`config.mk`:
```
export PLATFORM = sky130hd
export DESIGN_NAME = ram8_word_bank
export DESIGN_NICKNAME = d
export VERILOG_FILES = /design/src/rtl/nand2tetris_pkg.sv /design/src/rtl/ram8_word_bank_register16.sv /design/src/rtl/ram8_word_bank.sv
export SDC_FILE = /design/constraint.sdc
export NUM_CORES = 1
export LEC_CHECK = 0
export ABC_AREA = 1
export BUFFER_PORTS_ARGS = -buffer_cell sky130_fd_sc_hd__buf_2
export CORE_MARGIN = 10
export CORE_UTILIZATION = 52
export DETAILED_ROUTE_END_ITERATION = 12
export PLACE_DENSITY = 0.8
export SLEW_MARGIN = 0
export SYNTH_ARGS = -nofsm -noshare
export SYNTH_HDL_FRONTEND = slang
export SYNTH_SLANG_ARGS = --single-unit
```
`constraint.sdc`:
```
create_clock -name clk -period 1.9 [get_ports clk]
set_input_delay 0.285 -clock clk [delete_from_list [all_inputs] [get_ports clk]]
set_output_delay 0.285 -clock clk [all_outputs]
set_load 0.01 [all_outputs]
```
`src/rtl/nand2tetris_pkg.sv`:
```
// Shared types and widths for the RAM8 datapath blocks.
package nand2tetris_pkg;

    localparam int WORD_W      = 16;
    localparam int RAM8_ADDR_W = 3;

    typedef enum logic [1:0] {
        R8_IDLE,
        R8_CLEAR,
        R8_DONE
    } ram8_state_t;

    function automatic logic [RAM8_ADDR_W-1:0] r8_last_idx();
        return {RAM8_ADDR_W{1'b1}};
    endfunction

endpackage

```
`src/rtl/ram8_word_bank_register16.sv`:
```
// One storage word: synchronous active-low reset, load enable, synchronous zero.
module register16 #(
    parameter int WIDTH = 16
) (
    input  logic             clk,
    input  logic             rst_n,
    input  logic             load,
    input  logic             clr,
    input  logic [WIDTH-1:0] d,
    output logic [WIDTH-1:0] q
);

    logic [WIDTH-1:0] q_q;
    logic [WIDTH-1:0] q_d;

    // Zeroing has priority so the clear sequencer can never be overridden by a write.
    always_comb begin
        q_d = q_q;
        if (clr) begin
            q_d = '0;
        end else if (load) begin
            q_d = d;
        end
    end

    always_ff @(posedge clk) begin
        if (!rst_n) begin
            q_q <= '0;
        end else begin
            q_q <= q_d;
        end
    end

    assign q = q_q;

endmodule

```
`src/rtl/ram8_word_bank.sv`:
```
// Eight-word bank feeding the RAM8 selector, with a one-word-per-cycle clear sequencer.
// Define RAM8_FORWARD_EN to forward write data combinationally onto the addressed output.
//
// state    | meaning
// R8_IDLE  | accepting writes, waiting for clear
// R8_CLEAR | zeroing word[cnt] each cycle, writes dropped
// R8_DONE  | one cycle after last word cleared, writes accepted
module ram8_word_bank
    import nand2tetris_pkg::*;
#(
    parameter int WIDTH = WORD_W,
    parameter int DEPTH = 8
) (
    input  logic                          clk,
    input  logic                          rst_n,
    input  logic [WIDTH-1:0]              in,
    input  logic                          load,
    input  logic [$clog2(DEPTH)-1:0]      address,
    input  logic                          clear,
    output logic [WIDTH-1:0]              out_a,
    output logic [WIDTH-1:0]              out_b,
    output logic [WIDTH-1:0]              out_c,
    output logic [WIDTH-1:0]              out_d,
    output logic [WIDTH-1:0]              out_e,
    output logic [WIDTH-1:0]              out_f,
    output logic [WIDTH-1:0]              out_g,
    output logic [WIDTH-1:0]              out_h,
    output logic                          busy,
    output logic                          clear_done
);

    localparam int ADDR_W = $clog2(DEPTH);

    ram8_state_t       state_q, state_d;
    logic [ADDR_W-1:0] cnt_q, cnt_d;
    logic              busy_q, busy_d;
    logic              clear_done_q, clear_done_d;

    logic              wr_accept;
    logic [DEPTH-1:0]  word_load;
    logic [DEPTH-1:0]  word_clr;
    logic [WIDTH-1:0]  word_q   [DEPTH];
    logic [WIDTH-1:0]  word_out [DEPTH];

    always_comb begin
        state_d = state_q;
        cnt_d   = cnt_q;
        case (state_q)
            R8_IDLE: begin
                if (clear) begin
                    state_d = R8_CLEAR;
                end
            end
            R8_CLEAR: begin
                cnt_d = cnt_q + 1'b1;
                if (cnt_q == ADDR_W'(DEPTH - 1)) begin
                    state_d = R8_DONE;
                end
            end
            R8_DONE: begin
                state_d = R8_IDLE;
            end
            default: begin
                state_d = R8_IDLE;
            end
        endcase
        busy_d       = (state_d == R8_CLEAR);
        clear_done_d = (state_d == R8_DONE);
    end

    // A clear request in IDLE takes precedence over a simultaneous write.
    assign wr_accept = load && ((state_q == R8_DONE) || ((state_q == R8_IDLE) && !clear));

    always_ff @(posedge clk) begin
        if (!rst_n) begin
            state_q      <= R8_IDLE;
            cnt_q        <= '0;
            busy_q       <= 1'b0;
            clear_done_q <= 1'b0;
        end else begin
            state_q      <= state_d;
            cnt_q        <= cnt_d;
            busy_q       <= busy_d;
            clear_done_q <= clear_done_d;
        end
    end

    for (genvar i = 0; i < DEPTH; i++) begin : g_word
        assign word_load[i] = wr_accept && (address == ADDR_W'(i));
        assign word_clr[i]  = (state_q == R8_CLEAR) && (cnt_q == ADDR_W'(i));

        register16 #(.WIDTH(WIDTH)) u_reg (
            .clk   (clk),
            .rst_n (rst_n),
            .load  (word_load[i]),
            .clr   (word_clr[i]),
            .d     (in),
            .q     (word_q[i])
        );

`ifdef RAM8_FORWARD_EN
        assign word_out[i] = word_load[i] ? in : word_q[i];
`else
        assign word_out[i] = word_q[i];
`endif
    end

    assign out_a      = word_out[0];
    assign out_b      = word_out[1];
    assign out_c      = word_out[2];
    assign out_d      = word_out[3];
    assign out_e      = word_out[4];
    assign out_f      = word_out[5];
    assign out_g      = word_out[6];
    assign out_h      = word_out[7];
    assign busy       = busy_q;
    assign clear_done = clear_done_q;

endmodule

```
==> results of run 1 <==
==> tightest hold or removal path: stages <==
cell and delay, ps:
buf_2 110, nand2_4 80, a21oi_1 60
==> synth_stat cells <==
cell / instances
nor2_1: 262
buf_6: 24
dfxtp_1: 135
nand2_1: 259
o21ai_0: 3
buf_2: 5
nor2_4: 8
nand2_4: 2
nor3_1: 5
a21oi_1: 5
inv_2: 4
inv_1: 26
a21oi_4: 4
ha_1: 6
buf_4: 3
nand3_4: 1
nand3_1: 9
==> registers in the layout, summed over array words and instances (netlist names) <==
| register | flops |
|---|---|
| state_q | 2 |
| cnt_q | 3 |
| g_word.u_reg.q | 128 |
| clear_done | 1 |
| busy | 1 |
==> metal layers <==
metal	part of all wire [%]	GRT usage (%)	vias to the layer above
met3	8.7	6.80	7
li1	-	-	2568
met2	47	31.1	143
met5	0	0	-
met1	44	25.3	2174
met4	0.53	5.08	0
==> stage by stage <==
step,instance area (sq um),cells
floorplan,5470,761
global placement,6160,1028
detailed placement,6160,1028
CTS,6710,1059
global route,6710,1059
finish,6710,1059
==> logic make-up after synthesis <==
family,synth area share (%)
compound gates,1.92
flops,49.4
fa+ha+maj,1.37
simple gates,39.4
buf+inv,7.87
==> power breakdown <==
group | leakage, nW | switching [W] | internal [W] | total, W
Combinational | 1.94 | 0.000341 | 0.000157 | 0.000498
Sequential | 1.09 | 0.0000310 | 0.00289 | 0.00292
Clock | 0.264 | 0.00117 | 0.00182 | 0.00299
Total | 3.29 | 0.00154 | 0.00487 | 0.00641
==> path summary, 6_finish.rpt <==
| kind | startpoint | to | slack, ps | cells after the start |
|---|---|---|---|---|
| worst max-delay path | state_q[1]$_SDFF_PN0_ | g_word[1].u_reg.q[2]$_SDFFE_PP0P_ | 350 | 8 |
| worst min-delay path | clear | state_q[0]$_SDFF_PN0_ | 80 | 3 |
| worst min register to register | g_word[4].u_reg.q[7]$_SDFFE_PP0P_ | g_word[4].u_reg.q[7]$_SDFFE_PP0P_ | 470 | 2 |
| worst max register to register | state_q[1]$_SDFF_PN0_ | g_word[1].u_reg.q[2]$_SDFFE_PP0P_ | 350 | 8 |
==> final cells by class <==
| class | count | area, sq um |
|---|---|---|
| Inverter | 30 | 113 |
| Clock buffer | 23 | 467 |
| Sequential cell | 135 | 2700 |
| Timing Repair Buffer | 163 | 843 |
| Tap cell | 136 | 170 |
| Multi-Input combinational cell | 564 | 2340 |
| Clock inverter | 8 | 73.8 |
| Fill cell | 974 | 3570 |
==> key figures, run 1 <==
Routing
  • Wire per inst: between 10 and 15 um
  • Vias per cell: 4.62
  • Post-Route WL: 15,400 um
  • Final ANT Viol Nets: 0
  • Number of DRC markers in iteration 0: approximately 500
  • Vias: 4,892
  • Remaining DRCs: 0
  • DR pass1 iterations: 5

Setup path
  • CP Capture Type: flop
  • CP Cell Sequence: inv_2, nand2_4, nand3_4, nor2_4, buf_4, nand2_1, nand2_1, nor2_1
  • CP required: 2300 ps
  • Slowest cell on crit path: dfxtp_1
  • Critical path's top delay family: simple AND/OR/NAND/NOR gates
  • Crit-path max cell delay: 360 ps
  • CP bufs+invs: 2
  • Startpoint Class: flop
  • Worst path arrival time: between 1500 and 2000 ps
  • WS Path Type: reg -> reg
  • Most common cell on crit path: nand2_1
  • CP max FO: 32

Timing
  • RSZ-0062 raised after global routing: no
  • Max Freq: 0.644 GHz
  • Final setup fails: 0
  • Slew @ Worst Pin: 669 ps
  • Fin Hold WS: a little over 80 ps
  • Setup tns final: 0 ps
  • Skew final: 6.76 ps
  • Slew Limit Fails: 0
  • Period minus WS final: between 1500 and 2000 ps
  • Period utilisation layout: 81.7%
  • Slew HR: 55.4%
  • Final hold violations: 0
  • Final worst slack: 348 ps

Cells and area
  • Final Core Density: between 60 and 70%
  • Ant diodes: 0
  • Most common cell after layout, fill and taps aside: nor2_1
  • Commonest cells after routing, fill and taps aside: nor2_1, nand2_1, buf_2
  • # nets final: 940
  • Area growth syn-to-layout: 22.6%
  • Ratio of cells with drive above 1 in the final layout: 22.9%

Yosys
  • Yosys top cell area share: 49.4%
  • Sequential area share after synthesis: roughly 49%
  • Synth area leader: dfxtp_1
  • Synth cell types: 17
  • Post-Syn Area per Cell: 7.19 sq um
  • Post-Syn Instances: 761
  • Top cells by area, synth: dfxtp_1, nor2_1, nand2_1
  • Synth warn: 0
  • Mapped Area: roughly 0.0055 sq mm
  • Syn nets: 790
  • #FFs+latches synth: 135

CTS
  • Clock sinks: 135
  • Post-CTS setup buffer count: 0
  • Resized Gates After CTS: 0
  • Worst-Skew Late Latency: 510 ps
  • CTS tree: done
  • CTS root buffer: clkbuf_8
  • Reg clk slew, reported paths: 60 ps
  • H-tree levels: 4
  • Cts hold-fix bufs: 0
  • CTS buffer count: 17
  • Clock Path Buffers: 2

Place
  • DP Wirelength: 10,400 um
  • IO Port Bufs: 152
  • Worst Setup Slack post-DPL: 37.6 ps
  • Gpl congestion: just under 0.9

Pwr
  • Pwr Total: 0.00641 W
  • P_leak: 3.29 nW
  • Worst vdd ir: 0.568 mV
  • Pwr/cell area: between 900 and 1000 mW/mm^2

Global routing
  • Vias in the first global route: about 4.2k
  • Largest net degree at the start of global routing: 33
  • Global route total overflow: 0
  • Total GRT Usage: 19.7%
  • First-pass GRT wire length: 22,900 um
  • Antenna violations before repair: 0

Die
  • Initial Util: 53.2%
  • Die area: between 0.015 and 0.02 sq mm
  • Die H: 123 um
  • Total core area: 0.0103 sq mm
  • Top-Level Pins: 153
  • Rows: 37
  • Die X: ~120 um

Min path
  • Worst Hold Class: in -> reg

Flow run
  • Max-cap check violation count: 0

Run status
  • Status: finished, final reports clean
Power figures use the tool's default switching activity.
==> run 2: changes to the inputs <==
- CORE_UTILIZATION: 52 -> 47
- PLACE_DENSITY: 0.8 -> 0.76
- clock period: 1.9 -> 1.38 ns (I/O delays scaled with it)
==> run 2 against run 1 <==
The flow now finishes with violations (setup timing). Combinational power grew 110%. Largest cell class is now multi-input combinational cells. Critical path type unchanged. Die area grew 8.9%. Sequential cell count unchanged. Highest routed layer unchanged.
==> key figures, run 2 (synthesis results as in run 1) <==
Timing
  • Max Freq: 0.680 GHz (+5.6%)
  • Final worst slack: -90.2 ps (-438 ps)
  • Slew HR: 61.4% (+6.1 points)
  • Period minus WS final: 1470 ps (-81.8 ps)
  • Slew @ Worst Pin: 578 ps (-90.9 ps)
  • Skew final: 7.84 ps (+1.08 ps)
  • Slew Limit Fails: 0 (unchanged)
  • Final setup fails: 58 (+58)
  • Setup tns final: -1810 ps (-1810 ps)
  • Period utilisation layout: 107% (+25 points)
  • RSZ-0062 raised after global routing: yes
  • Final hold violations: 0 (unchanged)

CTS
  • Clock sinks: 135 (unchanged)
  • CTS buffer count: 17 (unchanged)
  • Worst-Skew Late Latency: 420 ps (-90 ps)
  • Reg clk slew, reported paths: 50 ps (about the same)
  • CTS tree: done
  • Clock Path Buffers: 2 (unchanged)
  • CTS root buffer: clkbuf_16
  • H-tree levels: 4 (unchanged)
  • Cts hold-fix bufs: 0 (unchanged)

Global routing
  • First-pass GRT wire length: 26,600 um (+16%)
  • Largest net degree at the start of global routing: 33 (unchanged)
  • Global route total overflow: 0 (unchanged)
  • Vias in the first global route: 4,993 (+18%)
  • Total GRT Usage: 21.0% (+1.3 points)
  • Antenna violations before repair: 0 (unchanged)

Min path
  • Hold Crit Start: rst_n
  • Hold path cells: 4 (+1)
  • Worst Hold Path EP: cnt_q[1]$_SDFFE_PN0P_
  • Worst Hold Class: in -> reg

Place
  • DP Area: 0.00650 sq mm (+5.5%)
  • Worst Setup Slack post-DPL: -429 ps (-467 ps)
  • Gpl congestion: 0.852 (-1.6%)
  • DP Wirelength: 10,700 um (+3.3%)
  • IO Port Bufs: 152 (unchanged)

Run status
  • Status: finished, violations left
  • Failing checks: setup timing

Pwr
  • Clock share of power: 48.0% (+1.3 points)
  • Pwr/cell area: 1220 mW/mm^2 (+27%)
  • Int Pwr: 0.00746 W (+53%)
  • Logic pwr share: 10.9% (+3.1 points)
  • Seq pwr share: 41.1% (-4.4 points)
  • Pwr Total: 0.00979 W (+53%)
  • P_leak: 3.83 nW (+16%)
  • Psw: 0.00233 W (+51%)
  • Net Sw Frac: 23.8% (-0.28 points)
  • Worst vdd ir: 0.813 mV (+43%)

Setup path
  • R2r endpoint: g_word[2].u_reg.q[12]$_SDFFE_PP0P_
  • CP required: 1700 ps (-600 ps)
  • R2R Setup Slk: -90 ps (-440 ps)
  • R2r startpoint: state_q[1]$_SDFF_PN0_
  • WS Path Type: reg -> reg
  • CP Capture Type: flop
  • Startpoint Class: flop
  • CP max FO: 8 (-75%)
  • Worst path arrival time: 1790 ps (-160 ps)
  • Worst reg2reg path depth: 11 (+3)

Die
  • Die H: 128 um (+4.3%)
  • Rows: 39 (+5.4%)
  • Total core area: 0.0114 sq mm (+11%)
  • Die X: 128 um (+4.3%)
  • Die area: 0.0164 sq mm (+8.9%)
  • Top-Level Pins: 153 (unchanged)
  • Initial Util: 47.9% (-5.3 points)

Cells and area
  • Ant diodes: 0 (unchanged)
  • Final Core Density: 70.5% (+5.2 points)
  • Ratio of cells with drive above 1 in the final layout: 36.7% (+14 points)
  • Largest register FFs: 128 (unchanged)
  • Area growth syn-to-layout: 47.1%
  • Most common cell after layout, fill and taps aside: nor2_1
  • Final Instance Area: 0.00805 sq mm (+20%)
  • # nets final: 989 (+5.2%)
  • Commonest cells after routing, fill and taps aside: nor2_1, nand2_1, buf_2

Routing
  • Vias per cell: 4.84 (+4.8%)
  • Number of DRC markers in iteration 0: 407 (-17%)
  • Wire per inst: 16.4 um (+13%)
  • Final ANT Viol Nets: 0 (unchanged)
  • Post-Route WL: 18,200 um (+19%)
  • Remaining DRCs: 0 (unchanged)
  • DR pass1 iterations: 7 (+2)
  • Vias: 5,400 (+10%)

Flow run
  • Max-cap check violation count: 0 (unchanged)
## run 2: cell types whose count changed in the layout (fill, tap and decap cells not counted), moves of 4 or more
cell and delta:
nand2_4 +27, buf_16 +5, nor2_1 -23, nand2_1 -55, buf_6 +6, inv_1 -7
buf_12 +17, buf_4 +16, nand2_2 +27, nor2_4 +7, ha_1 -5, nor2_2 +16
dfxtp_1 -4, clkbuf_16 +6
## run 2: power groups by stage
stage | Combinational (W) | Sequential, W | Clock [W]
floorplan | 0.000423 | 0.00413 | 0
global placement | 0.000780 | 0.00410 | 0
detailed placement | 0.000789 | 0.00410 | 0
CTS | 0.000911 | 0.00402 | 0.00470
global route | 0.00115 | 0.00403 | 0.00492
finish | 0.00106 | 0.00403 | 0.00470
## run 2: repair_timing
item                                    4_1_cts  5_1_grt
gates resized for setup                      52      111
pin swaps                                    19       79
gates cloned                                  7        3
hold endpoints to repair                      0        0
endpoints found under the setup margin      128      125
setup buffers                                19        4
## run 2: worst max-delay path: stages (launching register included)
cell	delay (ps)
dfxtp_2	330
inv_2	60
nand2_4	60
nand3_4	80
buf_12	140
buf_6	110
nor2_4	100
buf_6	150
buf_12	140
nand2_1	60
nand2_1	70
nor2_1	40
## run 2: metal layers
layer / global-route usage [%] / up-vias / wire [um]
li1: - / 2676 / -
met1: 25.7 / 2520 / 7920
met2: 33.2 / 174 / 8740
met3: 7.86 / 30 / 1240
met4: 7.28 / 0 / 354
met5: 0 / - / 0
## run 2: cell type report
| type | instances | area [sq um] |
|---|---|---|
| Clock buffer | 21 | 450 |
| Clock inverter | 10 | 153 |
| Fill cell | 939 | 3370 |
| Inverter | 30 | 133 |
| Multi-Input combinational cell | 564 | 2790 |
| Sequential cell | 135 | 2710 |
| Tap cell | 143 | 179 |
| Timing Repair Buffer | 212 | 1630 |
## run 2: stage by stage
step	hold WS (ps)	instances
after global placement	456	1057
after CTS	156	1109
after global routing	230	1115
after detailed placement	465	1057
after floorplan	345	761
final	211	1115
## run 2: worst max-delay path by stage
stage	startpoint	to	slack, ps
after floorplan	cnt_q[0]$_SDFFE_PN0P_	g_word[4].u_reg.q[10]$_SDFFE_PP0P_	40
after global placement	cnt_q[1]$_SDFFE_PN0P_	g_word[5].u_reg.q[5]$_SDFFE_PP0P_	-350
after detailed placement	cnt_q[1]$_SDFFE_PN0P_	g_word[5].u_reg.q[10]$_SDFFE_PP0P_	-430
after CTS	state_q[1]$_SDFF_PN0_	g_word[2].u_reg.q[3]$_SDFFE_PP0P_	-80
after global routing	state_q[1]$_SDFF_PN0_	g_word[2].u_reg.q[12]$_SDFFE_PP0P_	-140
final	state_q[1]$_SDFF_PN0_	g_word[2].u_reg.q[12]$_SDFFE_PP0P_	-90
==> run 3: changes to the inputs <==
- BUFFER_PORTS_ARGS: -buffer_cell sky130_fd_sc_hd__buf_2 -> unset
- CAP_MARGIN: unset -> 10
- CORE_UTILIZATION: 47 -> 56
- DONT_BUFFER_PORTS: unset -> 1
- PLACE_DENSITY: 0.76 -> 0.74
==> run 3 against run 2 <==
The run still ends with setup timing left. Setup slack gained 37 ps. Via count shrank 12%. Register-to-register slack gained 40 ps. Clock power grew 1%. Die area shrank 14%. Non-clock buffer count shrank 169. Clock skew grew 3.3 ps. Critical path depth shrank 2. Total power shrank 1.2%. Final area shrank 14%. Critical endpoint is now g_word[6].u_reg.q[8]$_SDFFE_PP0P_. Largest cell class is now sequential cells. Highest routed layer unchanged.
==> key figures, run 3 (synthesis results as in run 1) <==
Run status
  • Status: finished, violations left
  • Failing checks: setup timing

CTS
  • Worst-Skew Late Latency: 530 ps (+110 ps)
  • Clock sinks: 135 (unchanged)
  • CTS root buffer: clkbuf_8
  • CTS buffer count: 17 (unchanged)
  • Clock Path Buffers: 2 (unchanged)
  • Reg clk slew, reported paths: 60 ps (about the same)
  • CTS tree: done
  • H-tree levels: 4 (unchanged)

Setup path
  • Slowest cell on crit path: dfxtp_2
  • CP Capture Type: flop
  • Startpoint Class: flop
  • CP required: 1800 ps (+100 ps)
  • WS Path Type: reg -> reg
  • Crit-path max cell delay: 350 ps (+20 ps)
  • Worst path arrival time: 1850 ps (+60 ps)
  • Critical path's top delay family: simple AND/OR/NAND/NOR gates
  • CP Cell Sequence: inv_4, nand2_4, nand3_4, buf_6, nor2_4, clkbuf_16, nand2_1, nand2_1, nor2_1
  • Most common cell on crit path: nand2_1
  • CP max FO: 8 (unchanged)
  • CP bufs+invs: 3 (-2)

Cells and area
  • Register area: 0.00271 sq mm (about the same)
  • Fillers: 778 (-17%)
  • Largest register FFs: 128 (unchanged)
  • Most common cell after layout, fill and taps aside: nor2_1
  • Commonest cells after routing, fill and taps aside: nor2_1, nand2_1, dfxtp_1
  • Final Core Density: 71.8% (+1.3 points)
  • Area growth syn-to-layout: 26.5%
  • # nets final: 821 (-17%)
  • Ant diodes: 0 (unchanged)
  • Area of the multi-input gates: 0.00262 sq mm (-6.1%)
  • Ratio of cells with drive above 1 in the final layout: 20.1% (-17 points)

Pwr
  • Psw: 0.00229 W (-1.7%)
  • Int Pwr: 0.00738 W (-0.99%)
  • Logic pwr share: 8.5% (-2.4 points)
  • Net Sw Frac: 23.6% (-0.14 points)
  • Pwr/cell area: 1400 mW/mm^2 (+15%)
  • Clock share of power: 49.3% (+1.3 points)
  • Seq pwr share: 42.2% (+1.1 points)
  • Worst vdd ir: 0.600 mV (-26%)
  • P_leak: 2.85 nW (-25%)

Timing
  • Slew HR: 60.0% (-1.4 points)
  • Fin Hold WS: 83.6 ps (-127 ps)
  • Final hold violations: 0 (unchanged)
  • Period utilisation layout: 104% (-2.7 points)
  • Slew @ Worst Pin: 599 ps (+21.3 ps)
  • Setup tns final: -343 ps (+1470 ps)
  • Slew Limit Fails: 0 (unchanged)
  • Final worst slack: -53.4 ps (+36.8 ps)
  • Max Freq: 0.698 GHz (+2.6%)
  • Final setup fails: 22 (-62%)
  • RSZ-0062 raised after global routing: yes
  • Period minus WS final: 1430 ps (-36.8 ps)
  • Skew final: 11.2 ps (+3.31 ps)

Die
  • Die area: 0.0141 sq mm (-14%)
  • Total core area: 0.00964 sq mm (-16%)
  • Rows: 36 (-7.7%)
  • Initial Util: 56.7% (+8.8 points)
  • Top-Level Pins: 153 (unchanged)
  • Die X: 119 um (-7.1%)
  • Die H: 119 um (-7.1%)

Place
  • Gpl congestion: 0.860 (+0.92%)
  • IO Port Bufs: 0 (-100%)
  • DP Wirelength: 10,400 um (-3.2%)

Routing
  • Vias: 4,775 (-12%)
  • Vias per cell: 5.09 (+5.1%)
  • Remaining DRCs: 0 (unchanged)
  • Final ANT Viol Nets: 0 (unchanged)
  • Post-Route WL: 16,500 um (-9.5%)
  • Wire per inst: 17.6 um (+7.5%)
  • Number of DRC markers in iteration 0: 509 (+25%)
  • DR pass1 iterations: 5 (-2)

Global routing
  • Total GRT Usage: 21.8% (+0.79 points)
  • Vias in the first global route: 4,303 (-14%)
  • First-pass GRT wire length: 24,000 um (-9.9%)
  • Largest net degree at the start of global routing: 33 (unchanged)
  • Global route total overflow: 0 (unchanged)
  • Antenna violations before repair: 0 (unchanged)

Flow run
  • Max-cap check violation count: 0 (unchanged)

Min path
  • Worst Hold Class: in -> reg
## run 3: changes by cell type in the layout (fill, tap and decap cells not counted), moves of 8 or more
cell	change
nand2_4	-18
buf_2	-152
nor2_1	+10
nand2_1	+18
nor2_2	-8
buf_4	-12
## run 3: per-layer routing
| metal | track usage (%) | vias up | part of all wire (%) |
|---|---|---|---|
| li1 | - | 2353 | - |
| met1 | 24.9 | 2205 | 39 |
| met2 | 34.9 | 185 | 49 |
| met3 | 9.49 | 32 | 10 |
| met4 | 9.47 | 0 | 1.9 |
| met5 | 0 | - | 0 |
## run 3: power by group through the flow
stage          Combinational (W)  Clock (W)  Sequential [W]
2_1_floorplan           0.000423          0         0.00413
5_1_grt                 0.000894    0.00500         0.00409
3_5_place_dp            0.000621          0         0.00416
3_3_place_gp            0.000601          0         0.00415
4_1_cts                 0.000693    0.00482         0.00408
6_report                0.000820    0.00477         0.00408
## run 3: area by class of cell
cell class | count | share of cell area, %
flip-flops and latches | 135 | 39.2
multi-input cells | 564 | 37.8
repair buffers | 43 | 9.46
clock buffers | 21 | 6.64
clock inverters | 11 | 2.46
well taps | 133 | 2.41
inverters | 30 | 1.92
repair inverters | 1 | 0.0904
## run 3: worst paths after layout
| kind | endpoint | from | slack (ps) | cells past startpoint |
|---|---|---|---|---|
| setup / recovery | g_word[6].u_reg.q[8]$_SDFFE_PP0P_ | state_q[1]$_SDFF_PN0_ | -50 | 9 |
| hold / removal | g_word[5].u_reg.q[1]$_SDFFE_PP0P_ | rst_n | 80 | 4 |
| setup reg to reg | g_word[6].u_reg.q[8]$_SDFFE_PP0P_ | state_q[1]$_SDFF_PN0_ | -50 | 9 |
| hold reg to reg | state_q[1]$_SDFF_PN0_ | state_q[0]$_SDFF_PN0_ | 520 | 2 |
## run 3: timing repair
action,4_1_cts,5_1_grt
hold buffers,2,0
gates resized for setup,22,85
pin swaps,6,30
endpoints found under the hold margin,13,0
gates cloned,2,6
setup endpoints to repair,108,127
buffers inserted,7,5
## run 3: stage by stage
| step | setup slack, ps | total power [W] | instance area (sq um) | cells |
|---|---|---|---|---|
| after floorplan | 39.5 | 0.00456 | 5470 | 761 |
| final | -53.4 | 0.00967 | 6920 | 938 |
| after detailed placement | -462 | 0.00478 | 5650 | 886 |
| after CTS | -1.79 | 0.00958 | 6500 | 928 |
| after global placement | -334 | 0.00476 | 5650 | 886 |
| after global routing | -103 | 0.00998 | 6920 | 938 |
## run 3: worst register-to-register path, delay by kind of cell, from the launching register on
kind | cells | cell delay, ps
buffers and inverters | 3 | 400
flip-flops | 1 | 350
AND/OR/NAND/NOR | 6 | 560
